<file path="config.mk">
export PLATFORM = sky130hd
export DESIGN_NAME = fu_logic
export DESIGN_NICKNAME = d
export VERILOG_FILES = /design/src/rtl/fu_logic_pkg.sv /design/src/rtl/fu_logic_alu.sv /design/src/rtl/fu_logic.sv
export SDC_FILE = /design/constraint.sdc
export NUM_CORES = 1
export LEC_CHECK = 0
export CAP_MARGIN = 10
export CORE_MARGIN = 4
export CORE_UTILIZATION = 35
export CTS_CLUSTER_DIAMETER = 120
export DETAILED_ROUTE_END_ITERATION = 12
export HOLD_SLACK_MARGIN = 0.15
export PLACE_DENSITY_LB_ADDON = 0.25
export SYNTH_ARGS = -nofsm -noshare
export SYNTH_HDL_FRONTEND = slang
export SYNTH_SLANG_ARGS = --single-unit
export TNS_END_PERCENT = 10
</file>
<file path="constraint.sdc">
create_clock -name clk -period 2.3 [get_ports clk]
set_input_delay 0.345 -clock clk [delete_from_list [all_inputs] [get_ports clk]]
set_output_delay 0.345 -clock clk [all_outputs]
set_load 0.02 [all_outputs]
</file>
<file path="src/rtl/fu_logic_pkg.sv">
// Shared opcode definitions for the logic functional unit.
package fu_pkg;

  localparam int unsigned OP_WIDTH = 3;

  typedef enum logic [OP_WIDTH-1:0] {
    OP_AND     = 3'd0,
    OP_OR      = 3'd1,
    OP_XOR     = 3'd2,
    OP_ANDN    = 3'd3,
    OP_SLL     = 3'd4,
    OP_SRL     = 3'd5,
    OP_SRA     = 3'd6,
    OP_ILLEGAL = 3'd7
  } op_e;

endpackage

</file>
<file path="src/rtl/fu_logic_alu.sv">
// Combinational operation decode for fu_logic.
// Shift operations exist only when FU_LOGIC_SHIFT_EN is defined; otherwise they decode as illegal.
module fu_logic_alu
  import fu_pkg::*;
#(
  parameter int unsigned DATA_WIDTH = 32
) (
  input  logic [OP_WIDTH-1:0]   op,
  input  logic [DATA_WIDTH-1:0] data_0,
  input  logic [DATA_WIDTH-1:0] data_1,
  output logic [DATA_WIDTH-1:0] result,
  output logic                  err
);

`ifdef FU_LOGIC_SHIFT_EN
  localparam int unsigned SHW = $clog2(DATA_WIDTH);
  logic [SHW-1:0] shamt;
  assign shamt = data_1[SHW-1:0];
`endif

  always_comb begin
    result = '0;
    err    = 1'b0;
    case (op_e'(op))
      OP_AND:  result = data_0 & data_1;
      OP_OR:   result = data_0 | data_1;
      OP_XOR:  result = data_0 ^ data_1;
      OP_ANDN: result = data_0 & ~data_1;
`ifdef FU_LOGIC_SHIFT_EN
      OP_SLL:  result = data_0 << shamt;
      OP_SRL:  result = data_0 >> shamt;
      OP_SRA:  result = $unsigned($signed(data_0) >>> shamt);
`endif
      default: begin
        result = '0;
        err    = 1'b1;
      end
    endcase
  end

endmodule

</file>
<file path="src/rtl/fu_logic.sv">
// Pipelined logic functional unit with issue/queued handshake and flush.
// Optional shifter enabled by defining FU_LOGIC_SHIFT_EN.
module fu_logic
  import fu_pkg::*;
#(
  parameter int unsigned DATA_WIDTH = 32,
  parameter int unsigned LATENCY    = 1,
  parameter int unsigned TAG_WIDTH  = 7
) (
  input  logic                  clk,
  input  logic                  rst,
  input  logic                  ce,
  input  logic [OP_WIDTH-1:0]   op,
  input  logic [TAG_WIDTH-1:0]  executionTag_in,
  input  logic [DATA_WIDTH-1:0] data_0,
  input  logic [DATA_WIDTH-1:0] data_1,
  input  logic                  flush,
  input  logic                  queued,
  output logic                  idle,
  output logic                  done,
  output logic [DATA_WIDTH-1:0] result,
  output logic [TAG_WIDTH-1:0]  executionTag_out,
  output logic                  err
);

  logic [LATENCY-1:0]    valid_q, valid_d;
  logic [TAG_WIDTH-1:0]  tag_q    [LATENCY];
  logic [TAG_WIDTH-1:0]  tag_d    [LATENCY];
  logic [DATA_WIDTH-1:0] result_q [LATENCY];
  logic [DATA_WIDTH-1:0] result_d [LATENCY];
  logic [LATENCY-1:0]    err_q, err_d;

  logic [DATA_WIDTH-1:0] alu_result;
  logic                  alu_err;
  logic                  advance;
  logic                  issue;

  fu_logic_alu #(
    .DATA_WIDTH (DATA_WIDTH)
  ) u_alu (
    .op     (op),
    .data_0 (data_0),
    .data_1 (data_1),
    .result (alu_result),
    .err    (alu_err)
  );

  assign advance = ~valid_q[LATENCY-1] | queued;
  assign issue   = ce & advance;

  // Payload only moves behind a valid bit, so bubbles leave stale data in place.
  always_comb begin
    valid_d  = valid_q;
    tag_d    = tag_q;
    result_d = result_q;
    err_d    = err_q;
    if (flush) begin
      valid_d = '0;
    end else if (advance) begin
      valid_d[0] = issue;
      if (issue) begin
        tag_d[0]    = executionTag_in;
        result_d[0] = alu_result;
        err_d[0]    = alu_err;
      end
      for (int unsigned i = 1; i < LATENCY; i++) begin
        valid_d[i] = valid_q[i-1];
        if (valid_q[i-1]) begin
          tag_d[i]    = tag_q[i-1];
          result_d[i] = result_q[i-1];
          err_d[i]    = err_q[i-1];
        end
      end
    end
  end

  always_ff @(posedge clk or posedge rst) begin
    if (rst) begin
      valid_q <= '0;
      err_q   <= '0;
      for (int unsigned i = 0; i < LATENCY; i++) begin
        tag_q[i]    <= '0;
        result_q[i] <= '0;
      end
    end else begin
      valid_q  <= valid_d;
      err_q    <= err_d;
      tag_q    <= tag_d;
      result_q <= result_d;
    end
  end

  assign idle             = advance;
  assign done             = valid_q[LATENCY-1];
  assign result           = result_q[LATENCY-1];
  assign executionTag_out = tag_q[LATENCY-1];
  assign err              = err_q[LATENCY-1];

endmodule

</file>
==> flow_metrics.py <==
metrics = {
    "placed_design": {
        "place_hpwl_um": 6510,
        "place_congestion": 0.760,
        "io_buffers": 120,
    },
    "final_layout": {
        "final.fill_count": 897,
        "nets": 560,
        "drive_above_1_share_pct": 6.44,
        "diodes": 0,
        "final_util_pct": 50.8,
        "syn2layout_area_growth_pct": 41.8,
    },
    "pwr": {
        "power_density_nw_per_um2": 500,
        "peakVddDrop_uv": 355,
        "leakage_uw": 0.00207,
        "p_total_uw": 2350,
    },
    "setup_path": {
        "endpoint": "idle",
        "end_kind": "output pin",
        "crit_type": "in2out",
        "arrival_ps": 1560,
        "cp-start-kind": "primary input",
        "r2r_end": "executionTag_out[5]",
        "timing.rr.start": "done",
        "worst-endpoint-required_ps": 1960,
        "r2r_setup_slack_ps": 860,
        "critPathLaunch": "queued",
        "reg2reg_depth": 5,
        "worstPathMaxFanout": 3,
    },
    "grt": {
        "grt_max_degree": 53,
        "grt_pass1_vias": 3154,
        "antenna_found_initial": 0,
        "use_met3_pct": 5.02,
        "grtUsageMet2_pct": 27.9,
        "grt.busiest_layer": "met2",
        "grt_overflow": 0,
        "grt_usage_pct": 16.0,
        "grt_first_pass_wirelength_um": 15000,
        "gr-usage-met1_pct": 19.8,
    },
    "sta": {
        "fin_tns_setup_ps": 0,
        "period_needed_ps": 1910,
        "maxSlewViolCount": 0,
        "hold_ws_ps": 395,
        "fin_worst_skew_ps": 3.38,
        "finalSetupViolations": 0,
        "tightest_slew_ps": 543,
        "finalHoldViolCount": 0,
        "rsz0062_at_grt": "false",
        "fmax_mhz": 524,
        "fin_crit_sh_pct": 82.9,
        "slew_headroom_pct": 63.8,
    },
    "floorplan": {
        "ios": 121,
        "row_count": 35,
        "die_x_um": 105,
        "die_y_um": 105,
        "core_um2": 9240,
        "die_area_um2": 11100,
        "start_util_pct": 35.8,
    },
    "yosys": {
        "syn_avg_cell_area_um2": 9.68,
        "synth_area_leaders": "dfrtp_1 (31%), ha_1 (12%), inv_1 (7.4%)",
        "ys.flop_type": "dfrtp_1",
        "postSynthCellCount": 342,
        "synthDistinctLibCells": 25,
        "synth_area_leader_cell": "dfrtp_1",
        "synth.cell_area_um2": 3310,
        "ys_seq_area_share_pct": 31.0,
        "synth-seq-cells": 41,
        "synth_commonest_cells": "inv_1 (65), dfrtp_1 (41), ha_1 (32)",
        "async_flop_share_pct": 100,
        "yosys_warnings": 0,
        "synth_top_area_share_pct": 31.0,
        "synth_edf_count": 0,
        "yosysMostFrequentCell": "inv_1",
        "syn_nets": 453,
    },
    "detailed_routing": {
        "wl_um": 8850,
        "first_iter_violations": 70,
        "viasPerCell": 5.35,
        "drc": 0,
        "dr.pass1.iters": 4,
        "drtAntennaViolNets": 0,
        "vias": 3095,
        "wl_per_cell_um": 15.3,
    },
    "clock_network": {
        "cts_buffers": 5,
        "cts_setup_buffers": 0,
        "htreeDepth": 2,
        "holdBufCountCts": 0,
        "worstSkewPairLatency_ps": 290,
        "cts.path.max_buffers": 2,
        "cts.clk_slew.worst_paths_ps": 80,
        "cts_sinks": 41,
        "root_buffer": "clkbuf_8",
        "post_cts_resized": 0,
        "cts_tree": "done",
    },
    "outcome": {
        "status": "finished, final reports clean",
    },
    "hold_path": {
        "min_path_type": "in2async",
    },
    "run": {
        "maxCapViolations": 0,
    },
}
-- worst min path at each step --
stage | start | end | depth (start not counted)
3_5_place_dp | result[4] | result[4] | 1
5_1_grt | rst | err | 2
3_3_place_gp | executionTag_out[2] | executionTag_out[2] | 1
4_1_cts | rst | err | 2
6_report | rst | executionTag_out[6] | 2
2_1_floorplan | flush | done | 1
-- power breakdown --
part           switching (uW)  internal [uW]
sequential               58.0            818
clock                     267            325
combinational             409            471
total                     734           1610
-- cell usage in the layout, fill, tap and decap left out, types with 2 or more instances in the layout --
| cell | count |
|---|---|
| clkdlybuf4s50_1 | 118 |
| a22o_1 | 16 |
| inv_2 | 2 |
| o31ai_1 | 16 |
| a21oi_1 | 16 |
| buf_12 | 4 |
| dfrtp_1 | 41 |
| nand4b_1 | 16 |
| nand3b_1 | 17 |
| nor2_1 | 2 |
| clkbuf_8 | 5 |
| nand2_1 | 16 |
| o2111ai_1 | 16 |
| mux2_1 | 2 |
| ha_1 | 32 |
| inv_1 | 64 |
| mux2_2 | 6 |
| a32o_1 | 16 |
| nand4bb_1 | 16 |
| o221ai_1 | 16 |
| buf_4 | 6 |
-- metal layers --
metal	wire (um)	vias up	part of all wire (%)
met5	0	-	0
met4	29	0	0.33
met3	690	4	7.8
met2	4290	90	48
met1	3840	1496	43
li1	-	1505	-
-- cell families (layout without fill, tap and decap cells) --
group / after synthesis / in the layout / synth area share, %
buffers and inverters: 95 / 203 / 13.7
multiplexers: 8 / 8 / 2.72
AO/OA/AOI/OAI: 96 / 96 / 23.6
AND/OR/NAND/NOR: 70 / 70 / 16.9
adder cells (fa/ha/maj): 32 / 32 / 12.1
flip-flops: 41 / 41 / 31.0
-- worst max-delay path: stages --
cell,delay (ps)
clkdlybuf4s50_1,500
nor2b_4,60
inv_2,60
clkdlybuf4s50_1,600
-- registers in the layout, indices dropped and copies added (netlist names) --
name,cells
err,1
done,1
executionTag_out,7
result,32
-- per-stage QoR --
stage | instances | instance area, um^2 | worst slack (ps)
finish | 579 | 4690 | 393
global route | 579 | 4690 | 363
CTS | 579 | 4690 | 385
detailed placement | 571 | 4580 | 384
global placement | 571 | 4580 | 402
floorplan | 342 | 3310 | 809
-- cell type report --
type / count / area, um^2 / area share (%)
sequential: 41 / 1030 / 21.9
clock inverter: 3 / 46.3 / 0.987
inverter: 66 / 248 / 5.28
tap: 129 / 161 / 3.44
clock buffer: 5 / 68.8 / 1.47
multi-input combinational: 206 / 1830 / 39.0
timing repair buffer: 129 / 1310 / 27.9
Power figures use the tool's default switching activity.
==> edit (config.mk and constraints unchanged) <==
Build with the macro `FU_LOGIC_SHIFT_EN` defined.
--- a/src/rtl/fu_logic_alu.sv
+++ b/src/rtl/fu_logic_alu.sv
@@ -2,2 +2,4 @@
 // Shift operations exist only when FU_LOGIC_SHIFT_EN is defined; otherwise they decode as illegal.
+`define FU_LOGIC_SHIFT_EN
+
 module fu_logic_alu
Formal check against the unedited RTL: not equivalent (Yosys sat finds a counterexample within 4 cycles, from zero or initial values and one cycle with rst high).
==> edit against the original RTL <==
- the flow now finishes with violations (setup timing)
- synthesized cell count increased to 2.8 times the old value
- cell area rose by 140%
- synthesized area grew 130%
- clock skew up 0.0042 ns
- count of clock-buffer cells in the layout increased by 1
- sequential cell count unchanged
- non-clock buffer count increased by 278
- combinational power grew to 2.9 times the old value
- worst setup slack worse by 0.43 ns
- power up 76%
- wire length rose to 4.3 times the old value
- worst hold slack better by 0.10 ns
- highest routed layer is now met5
==> edit: results (changes against the original RTL) <==
<table>
<tr><th>Metric</th><th>Value</th></tr>
<tr><th colspan="2">Timing</th></tr>
<tr><td>Worst setup margin</td><td>-0.0389 ns (-0.432 ns)</td></tr>
<tr><td>Final setup violating endpoints</td><td>1 (+1)</td></tr>
<tr><td>Summed negative setup slack over all endpoints</td><td>-0.0389 ns (-0.0389 ns)</td></tr>
<tr><th colspan="2">Drt</th></tr>
<tr><td>Total wirelength of the detailed-routed design</td><td>37.9 mm (+330%)</td></tr>
<tr><td>Iteration count of the initial detailed-routing pass</td><td>5 (+1)</td></tr>
<tr><td>DR vias</td><td>9366 (+200%)</td></tr>
<tr><td>Violation count after the first detailed-routing iteration</td><td>1174 (+1600%)</td></tr>
<tr><th colspan="2">Global route</th></tr>
<tr><td>Maximum number of pins on one net before global-route repair</td><td>42 (-21%)</td></tr>
<tr><td>Total Routing Usage GR</td><td>0.298 (+0.138)</td></tr>
<tr><th colspan="2">CTS</th></tr>
<tr><td>Clock-pin slew reported for the worst setup and hold paths after clock tree synthesis</td><td>0.06 ns (-0.02 ns)</td></tr>
<tr><td>Number of gates resized after CTS</td><td>21 (+21)</td></tr>
<tr><td>CTS Root Cell</td><td>clkbuf_16</td></tr>
<tr><th colspan="2">Yosys</th></tr>
<tr><td>Number of distinct library cells after synthesis</td><td>83 (+230%)</td></tr>
<tr><td>Nets in the synthesized netlist</td><td>1065 (+140%)</td></tr>
<tr><td>Post-synthesis mux area share</td><td>0.268 (+0.240)</td></tr>
<tr><td>Post-synthesis share of cell area spent on full adders, half adders and majority gates</td><td>0.0556 (-0.0654)</td></tr>
<tr><th colspan="2">Place</th></tr>
<tr><td>Detailed placement HPWL</td><td>31.5 mm (+380%)</td></tr>
<tr><td>Worst-case setup slack after placement</td><td>-0.421 ns (-0.806 ns)</td></tr>
<tr><td>Area of placed instances</td><td>10900 sq um (+140%)</td></tr>
<tr><td>Routability Congestion</td><td>1.04 (+37%)</td></tr>
<tr><th colspan="2">Finish</th></tr>
<tr><td>Fraction of layout cells with a size suffix above 1</td><td>0.340 (+0.276)</td></tr>
<tr><th colspan="2">Status</th></tr>
<tr><td>Violated checks</td><td>setup timing</td></tr>
<tr><td>Run status</td><td>finished with violations</td></tr>
<tr><th colspan="2">Setup path</th></tr>
<tr><td>CP max FO</td><td>4 (+1)</td></tr>
<tr><td>Setup slack of the worst register-to-register path</td><td>0.51 ns (-0.35 ns)</td></tr>
<tr><th colspan="2">Pwr</th></tr>
<tr><td>Worst ir drop on vdd</td><td>0.330 mV (-6.9%)</td></tr>
</table>
## edit: changes by cell type in the layout (fill, tap and decap cells not counted), sizes merged, moves of 17 or more
cell           change
a21oi             +36
buf              +280
clkdlybuf4s50     -17
mux2i             +46
mux4              +57
nand2             +86
nor2              +91
nor3              +17
o211ai            +19
o21ai             +68
## edit: worst max-delay path by stage
stage	cells after the start	startpoint	end	slack [ns]
2_1_floorplan	11	data_1[0]	result[26]	0.07
3_3_place_gp	8	data_0[8]	result[3]	-0.40
3_5_place_dp	8	data_0[8]	result[3]	-0.42
4_1_cts	7	data_0[22]	result[23]	-0.03
5_1_grt	7	data_1[1]	result[23]	-0.04
6_report	9	op[0]	result[1]	-0.04
## edit: per-layer routing
layer | vias up | share of wire | routed length [microns] | GRT usage
li1 | 4214 | - | - | -
met5 | - | 0.00034 | 13 | 0
met4 | 2 | 0.035 | 1340 | 0.0838
met2 | 541 | 0.44 | 16700 | 0.458
met3 | 82 | 0.10 | 3800 | 0.0580
met1 | 4527 | 0.42 | 16000 | 0.428
## edit: worst max-delay path: stages
cell and delay [ns]:
clkdlybuf4s50_1 0.45, buf_4 0.16, or4b_1 0.58, buf_4 0.23, nor4_1 0.29, a21oi_1 0.08, o21ai_0 0.08, a21oi_1 0.08
a21oi_1 0.23
## edit: final cells by class
type / count / area [sq um]
Clock inverter: 2 / 10.0
Clock buffer: 6 / 129
Tap cell: 275 / 344
Timing Repair Buffer: 407 / 3500
Sequential cell: 41 / 1030
Multi-Input combinational cell: 737 / 5970
Fill cell: 2064 / 10000
Inverter: 73 / 275
## edit: power by group
group	switching, mW	internal (mW)	total, mW
clock	0.293	0.399	0.692
sequential	0.0682	0.825	0.893
combinational	1.32	1.23	2.55
total	1.68	2.45	4.13
